**config.mk**
```make
export PLATFORM = sky130hd
export DESIGN_NAME = aes_sub_arbiter_flat
export DESIGN_NICKNAME = d
export VERILOG_FILES = /design/src/rtl/aes_pkg.sv /design/src/rtl/aes_sub_arbiter_if.sv /design/src/rtl/aes_sbox.sv /design/src/rtl/aes_sub_lanes.sv /design/src/rtl/aes_sub_arbiter.sv /design/src/flat_wrapper.sv
export SDC_FILE = /design/constraint.sdc
export NUM_CORES = 2
export LEC_CHECK = 0
export BUFFER_PORTS_ARGS = -buffer_cell sky130_fd_sc_hd__buf_2
export CORE_MARGIN = 8
export CORE_UTILIZATION = 39
export CTS_CLUSTER_DIAMETER = 100
export DETAILED_ROUTE_END_ITERATION = 6
export MAX_ROUTING_LAYER = met4
export PLACE_DENSITY = 0.57
export SLEW_MARGIN = 40
export SYNTH_ARGS = -nofsm -noshare
export SYNTH_HDL_FRONTEND = slang
export SYNTH_SLANG_ARGS = --single-unit
```
**constraint.sdc**
```tcl
create_clock -name clk -period 19.6 [get_ports clk]
set_input_delay 3.92 -clock clk [delete_from_list [all_inputs] [get_ports clk]]
set_output_delay 3.92 -clock clk [all_outputs]
set_load 0.03 [all_outputs]
```
**src/rtl/aes_pkg.sv**
```systemverilog
// Shared AES definitions: datapath widths, sub-arbiter state encoding and the
// algebraic S-box (multiplicative inverse in GF(2^8) followed by the affine map).
package aes_pkg;

  localparam int AES_BYTE_W    = 8;
  localparam int AES_WORD_W    = 32;
  localparam int AES_BLOCK_W   = 128;
  localparam int AES_SUB_LANES = 4;

  localparam logic [1:0] ST_IDLE   = 2'd0;
  localparam logic [1:0] ST_DATA   = 2'd1;
  localparam logic [1:0] ST_D_HOLD = 2'd2;
  localparam logic [1:0] ST_K_HOLD = 2'd3;

  typedef enum logic [1:0] {
    IDLE   = ST_IDLE,
    DATA   = ST_DATA,
    D_HOLD = ST_D_HOLD,
    K_HOLD = ST_K_HOLD
  } aes_sub_state_e;

  localparam logic PREF_DATA = 1'b0;
  localparam logic PREF_KEY  = 1'b1;

  function automatic logic [7:0] aes_gf_mul(input logic [7:0] a, input logic [7:0] b);
    logic [7:0] p;
    logic [7:0] x;
    p = '0;
    x = a;
    for (int i = 0; i < 8; i++) begin
      if (b[i]) p = p ^ x;
      x = {x[6:0], 1'b0} ^ (x[7] ? 8'h1b : 8'h00);
    end
    return p;
  endfunction

  function automatic logic [7:0] aes_sbox_calc(input logic [7:0] a);
    logic [7:0] inv;
    logic [7:0] sq;
    inv = 8'h01;
    sq  = a;
    // a^254 is the inverse for a != 0 and conveniently maps 0 to 0
    for (int i = 0; i < 8; i++) begin
      if (i != 0) inv = aes_gf_mul(inv, sq);
      sq = aes_gf_mul(sq, sq);
    end
    return inv ^ {inv[6:0], inv[7]} ^ {inv[5:0], inv[7:6]} ^ {inv[4:0], inv[7:5]}
               ^ {inv[3:0], inv[7:4]} ^ 8'h63;
  endfunction

endpackage

```
**src/rtl/aes_sub_arbiter_if.sv**
```systemverilog
// Request/response handshakes between the round datapath / key scheduler (master)
// and the S-box sub-arbiter (slave).
interface aes_sub_arbiter_if;
  import aes_pkg::*;

  logic                   d_valid;
  logic                   d_ready;
  logic [AES_BLOCK_W-1:0] d_in;
  logic                   d_out_valid;
  logic                   d_out_ready;
  logic [AES_BLOCK_W-1:0] d_out;

  logic                   k_valid;
  logic                   k_ready;
  logic [AES_WORD_W-1:0]  k_in;
  logic                   k_out_valid;
  logic                   k_out_ready;
  logic [AES_WORD_W-1:0]  k_out;

  modport master (
    output d_valid, d_in, d_out_ready, k_valid, k_in, k_out_ready,
    input  d_ready, d_out_valid, d_out, k_ready, k_out_valid, k_out
  );

  modport slave (
    input  d_valid, d_in, d_out_ready, k_valid, k_in, k_out_ready,
    output d_ready, d_out_valid, d_out, k_ready, k_out_valid, k_out
  );

endinterface

```
**src/rtl/aes_sbox.sv**
```systemverilog
// Single combinational AES forward S-box lane.
module aes_sbox
  import aes_pkg::*;
(
  input  logic [AES_BYTE_W-1:0] in_byte,
  output logic [AES_BYTE_W-1:0] out_byte
);

  assign out_byte = aes_sbox_calc(in_byte);

endmodule

```
**src/rtl/aes_sub_lanes.sv**
```systemverilog
// Four parallel S-box lanes: one 32-bit word in, per-byte substituted word out.
module aes_sub_lanes
  import aes_pkg::*;
(
  input  logic [AES_WORD_W-1:0] word_in,
  output logic [AES_WORD_W-1:0] word_out
);

  generate
    for (genvar gi = 0; gi < AES_SUB_LANES; gi++) begin : g_lane
      aes_sbox u_sbox (
        .in_byte  (word_in[gi*AES_BYTE_W +: AES_BYTE_W]),
        .out_byte (word_out[gi*AES_BYTE_W +: AES_BYTE_W])
      );
    end
  endgenerate

endmodule

```
**src/rtl/aes_sub_arbiter.sv**
```systemverilog
// Shares four S-box lanes between 128-bit SubBytes (four beats) and 32-bit SubWord,
// round-robin per transaction. Define AES_SUB_STATS_EN for the d_grants/k_grants counters.
module aes_sub_arbiter
  import aes_pkg::*;
#(
  parameter int CNT_W = 16
) (
  input  logic             clk,
  input  logic             rst,
  aes_sub_arbiter_if.slave bus
`ifdef AES_SUB_STATS_EN
  ,
  output logic [CNT_W-1:0] d_grants,
  output logic [CNT_W-1:0] k_grants
`endif
);

  aes_sub_state_e state_q, state_d;
  logic [1:0] beat_q, beat_d;
  logic       pref_q, pref_d;
  logic [AES_SUB_LANES-2:0][AES_WORD_W-1:0] d_buf_q, d_buf_d;
  logic [AES_SUB_LANES-1:0][AES_WORD_W-1:0] d_out_q, d_out_d;
  logic [AES_WORD_W-1:0] k_out_q, k_out_d;
  logic [AES_WORD_W-1:0] lane_in;
  logic [AES_WORD_W-1:0] lane_out;
  logic idle;
  logic d_accept;
  logic k_accept;

  assign idle     = (state_q == IDLE) && !rst;
  assign d_accept = idle && bus.d_valid && (!bus.k_valid || pref_q == PREF_DATA);
  assign k_accept = idle && bus.k_valid && (!bus.d_valid || pref_q == PREF_KEY);

  assign bus.d_ready     = d_accept;
  assign bus.k_ready     = k_accept;
  assign bus.d_out_valid = (state_q == D_HOLD);
  assign bus.k_out_valid = (state_q == K_HOLD);
  assign bus.d_out       = d_out_q;
  assign bus.k_out       = k_out_q;

  // In DATA, beat n (1..3) consumes latched word n-1, i.e. d_in word n.
  always_comb begin
    lane_in = bus.d_in[AES_WORD_W-1:0];
    if (state_q == DATA) begin
      case (beat_q)
        2'd1:    lane_in = d_buf_q[0];
        2'd2:    lane_in = d_buf_q[1];
        default: lane_in = d_buf_q[2];
      endcase
    end else if (k_accept) begin
      lane_in = bus.k_in;
    end
  end

  aes_sub_lanes u_lanes (
    .word_in  (lane_in),
    .word_out (lane_out)
  );

  always_comb begin
    state_d = state_q;
    beat_d  = beat_q;
    pref_d  = pref_q;
    d_buf_d = d_buf_q;
    d_out_d = d_out_q;
    k_out_d = k_out_q;
    case (state_q)
      IDLE: begin
        if (d_accept) begin
          d_out_d[0] = lane_out;
          d_buf_d    = bus.d_in[AES_BLOCK_W-1:AES_WORD_W];
          beat_d     = 2'd1;
          pref_d     = PREF_KEY;
          state_d    = DATA;
        end else if (k_accept) begin
          k_out_d = lane_out;
          pref_d  = PREF_DATA;
          state_d = K_HOLD;
        end
      end
      DATA: begin
        d_out_d[beat_q] = lane_out;
        beat_d          = beat_q + 2'd1;
        if (beat_q == 2'd3) state_d = D_HOLD;
      end
      D_HOLD: if (bus.d_out_ready) state_d = IDLE;
      K_HOLD: if (bus.k_out_ready) state_d = IDLE;
      default: state_d = IDLE;
    endcase
  end

  always_ff @(posedge clk) begin
    if (rst) begin
      state_q <= IDLE;
      beat_q  <= '0;
      pref_q  <= PREF_DATA;
      d_buf_q <= '0;
      d_out_q <= '0;
      k_out_q <= '0;
    end else begin
      state_q <= state_d;
      beat_q  <= beat_d;
      pref_q  <= pref_d;
      d_buf_q <= d_buf_d;
      d_out_q <= d_out_d;
      k_out_q <= k_out_d;
    end
  end

`ifdef AES_SUB_STATS_EN
  logic [CNT_W-1:0] d_grants_q, d_grants_d;
  logic [CNT_W-1:0] k_grants_q, k_grants_d;

  always_comb begin
    d_grants_d = d_grants_q + CNT_W'(d_accept);
    k_grants_d = k_grants_q + CNT_W'(k_accept);
  end

  always_ff @(posedge clk) begin
    if (rst) begin
      d_grants_q <= '0;
      k_grants_q <= '0;
    end else begin
      d_grants_q <= d_grants_d;
      k_grants_q <= k_grants_d;
    end
  end

  assign d_grants = d_grants_q;
  assign k_grants = k_grants_q;
`else
  logic unused_cnt_w;
  assign unused_cnt_w = (CNT_W > 0);
`endif

endmodule

```
**src/flat_wrapper.sv**
```systemverilog
// flat-port wrapper written by rule: the top's interface ports become plain ports
module aes_sub_arbiter_flat import aes_pkg::*;
#(
  parameter int CNT_W = 16
)
  (clk, rst, bus_d_valid, bus_d_in, bus_d_out_ready, bus_k_valid, bus_k_in, bus_k_out_ready, bus_d_ready, bus_d_out_valid, bus_d_out, bus_k_ready, bus_k_out_valid, bus_k_out);
  aes_sub_arbiter_if bus_i ();
  input  logic clk;
  input  logic rst;
  input wire logic [$bits(bus_i.d_valid)-1:0] bus_d_valid;
  input wire logic [$bits(bus_i.d_in)-1:0] bus_d_in;
  input wire logic [$bits(bus_i.d_out_ready)-1:0] bus_d_out_ready;
  input wire logic [$bits(bus_i.k_valid)-1:0] bus_k_valid;
  input wire logic [$bits(bus_i.k_in)-1:0] bus_k_in;
  input wire logic [$bits(bus_i.k_out_ready)-1:0] bus_k_out_ready;
  output wire logic [$bits(bus_i.d_ready)-1:0] bus_d_ready;
  output wire logic [$bits(bus_i.d_out_valid)-1:0] bus_d_out_valid;
  output wire logic [$bits(bus_i.d_out)-1:0] bus_d_out;
  output wire logic [$bits(bus_i.k_ready)-1:0] bus_k_ready;
  output wire logic [$bits(bus_i.k_out_valid)-1:0] bus_k_out_valid;
  output wire logic [$bits(bus_i.k_out)-1:0] bus_k_out;
  assign bus_i.d_valid = bus_d_valid;
  assign bus_i.d_in = bus_d_in;
  assign bus_i.d_out_ready = bus_d_out_ready;
  assign bus_i.k_valid = bus_k_valid;
  assign bus_i.k_in = bus_k_in;
  assign bus_i.k_out_ready = bus_k_out_ready;
  assign bus_d_ready = bus_i.d_ready;
  assign bus_d_out_valid = bus_i.d_out_valid;
  assign bus_d_out = bus_i.d_out;
  assign bus_k_ready = bus_i.k_ready;
  assign bus_k_out_valid = bus_i.k_out_valid;
  assign bus_k_out = bus_i.k_out;
  aes_sub_arbiter #(.CNT_W(CNT_W)) u_core (.clk(clk), .rst(rst), .bus(bus_i));
endmodule
```
==> qor.yml <==
dpl.hpwl_um: 183000
numCtsBuffers: 28
clock_skew_ns: 0.0168
synth-compound-area-share_pct: 18.0
status: "completed"
crit_arrival_ns: 19.29
grt-ovfl-total: 0
initial_utilization_pct: 39.3
dieWidth_um: 435
dpl-instance-area_mm2: 0.0758
avgSynthCellArea_um2: 7.40
r2r_end: "u_core.bus.d_out[23]"
drive_gt1_share_pct: 18.2
nNetsFinal: 9902
worstHoldPathCells: 2
num_vias: 67800
critPathKind: "input pin to flop"
drc_errors: 0
viasPerCell: 5.62
finalCritPeriodShare_pct: 95.7
regToRegStartpoint: "u_core.beat_q[0]"
rows: 153
ff2ff_path_depth: 64
synthSimpleGateAreaFrac_pct: 23.2
ys.flop_type: "dfxtp_1"
min_from: "u_core.bus.d_out[22]"
setup_violations: 0
cp_top_family: "XOR/XNOR gates"
cp_max_fo: 10
wl_per_cell_um: 20.0
ioPinCount: 330
worst_pin_slew_ns: 0.899
cts_buffer_depth: 3
drt-pass1-iter-count: 6
yosysWarningCount: 0
seq_area_frac_synth_pct: 7.64
antenna_found_initial: 5
synth_cells: 9246
cts_tree: "yes"
ys_ff_latch: 261
slew-limit-headroom_pct: 39.8
grt_pass1_vias: 65200
drv_cap: 0
insertion_delay_ns: 0.61
multiInputGateArea_mm2: 0.0620
wl_um: 241000
min_to: "u_core.bus.d_out[22]"
cp_common_cell: "xnor2_1"
required_ns: 20.12
path_clk_slew_ns: 0.06
regArea_mm2: 0.00523
r2r_slack_ns: 3.10
clock-sinks: 261
grt_max_degree: 88
h-tree-depth: 1
hold_violations: 0
synthMuxAreaShare_pct: 3.95
slowest_stage: "xnor3_2"
syn_nets: 9444
cts_hold_buf: 0
syn_area_mm2: 0.0684
design_area_mm2: 0.0787
coreArea_mm2: 0.174
synthAdderAreaFrac_pct: 0.614
syn_to_final_growth_pct: 15.1
postRouteAntennaNets: 0
drtIter0Drc: 5427
die_area_mm2: 0.189
crit_buf_inv: 9
die_h_um: 435
synth_top_family_by_area: "XOR/XNOR gates"
synth-async-reset-ratio_pct: 0
period_needed_ns: 18.76
root_buffer: "clkbuf_16"
hp-class: "flop to flop"
timing.fmax_mhz: 53.3
synth_edf_count: 0
critPathMaxStageDelay_ns: 0.56
slew_violations: 0
ys_types: 133
start_kind: "input pin"
synth-xor-area-share_pct: 41.9
grt_first_pass_wirelength_um: 379000
fillers: 17600
worstSetupEndpointType: "flop"
grt_usage_pct: 24.7
io_buffers: 329
place_congestion: 0.956
## worst register-to-register path: cells and delay by family (launching register included)
| family | cells | cell delay (ns) |
|---|---|---|
| buf+inv | 10 | 2.01 |
| compound gates | 15 | 3.89 |
| simple gates | 7 | 0.73 |
| mux | 2 | 0.47 |
| fa+ha+maj | 3 | 1.06 |
| xor+xnor | 27 | 7.89 |
| flops | 1 | 0.36 |
## cell type report
type	count	area share [%]
Multi-Input combinational cell	8251	78.7
Timing Repair Buffer	1063	9.21
Sequential cell	261	6.64
Tap cell	2325	3.70
Clock buffer	41	1.05
Inverter	99	0.478
Clock inverter	9	0.173
Antenna cell	4	0.0127
## repair_timing
| action | CTS | global route |
|---|---|---|
| pin swaps | 1 | 35 |
| endpoints found under the setup margin | 33 | 160 |
| resized for setup | 4 | 173 |
| gates cloned | 0 | 0 |
| buffers inserted | 3 | 75 |
## cell usage after synthesis (128+ instances only)
cell / count / share of area, %
nand2_1: 1340 / 7.4
xnor2_1: 1595 / 20
nand3_1: 239 / 1.7
xnor2_2: 131 / 3.1
nor2_1: 1206 / 6.6
nor3_1: 220 / 1.6
buf_2: 136 / 0.99
o22ai_1: 128 / 1.2
a21oi_1: 528 / 3.9
o21ai_0: 295 / 2.2
nand3b_1: 139 / 1.5
xor2_1: 400 / 5.1
mux2i_1: 219 / 3.2
clkbuf_1: 381 / 2.1
dfxtp_1: 261 / 7.6
xnor3_1: 263 / 8.7
## state kept, by name, indices dropped and copies added, names as in the netlist
name / count
u_core.bus.d_out: 128
u_core.d_buf_q: 96
u_core.bus.k_out: 32
u_core.beat_q: 2
u_core.state_q: 2
u_core.pref_q: 1
## layer usage
layer	up-vias	share of wire, %	global-route usage (%)
met1	32700	44	32.5
li1	32700	-	-
met2	2056	47	40.5
met5	-	0	-
met3	323	4.7	1.25
met4	0	3.9	8.60
## stage by stage
stage,hold slack (ns),instances,utilization [%],worst slack (ns),TNS [ns]
3_3_place_gp,0.437,11900,43.4,-0.778,-32.24
4_1_cts,0.449,12000,44.2,0.000622,0
3_5_place_dp,0.441,11900,43.6,-0.727,-35.46
5_1_grt,0.467,12100,45.2,-0.0768,-0.561
6_report,0.448,12100,45.2,0.835,0
2_1_floorplan,0.445,9246,-,0.00491,0
## cells by family (layout without fill, tap and decap cells)
group / Yosys count / count (layout)
fa+ha+maj: 34 / 34
flops: 261 / 261
buf+inv: 734 / 1212
compound gates: 1834 / 1834
xor+xnor: 2530 / 2530
mux: 262 / 262
other cells: 0 / 4
simple gates: 3591 / 3591
## cell usage in the layout (no fill, tap or decap), types with 216 or more instances in the layout
| cell | count |
|---|---|
| o21ai_0 | 294 |
| xnor2_2 | 228 |
| nand2_1 | 1338 |
| a21oi_1 | 524 |
| nor3_1 | 217 |
| xor2_1 | 368 |
| nand3_1 | 238 |
| mux2i_1 | 216 |
| nor2_1 | 1198 |
| xnor3_1 | 253 |
| buf_2 | 328 |
| xnor2_1 | 1468 |
| dfxtp_1 | 261 |
| buf_4 | 726 |
## worst max-delay path by stage
stage                     from  slack [ns]  cells after the start                   end
after floorplan            rst       0.005                     67  u_core.bus.d_out[23]
after global placement     rst       -0.78                     60  u_core.bus.d_out[23]
after detailed placement   rst       -0.73                     60  u_core.bus.d_out[23]
after CTS                  rst      0.0006                     60  u_core.bus.d_out[23]
after global routing       rst       -0.08                     63  u_core.bus.d_out[13]
final                      rst        0.84                     62  u_core.bus.d_out[23]
Power is left out: the tool's default activity adds up to more than one toggle a clock period on the data nets, which glitch-free logic cannot reach.
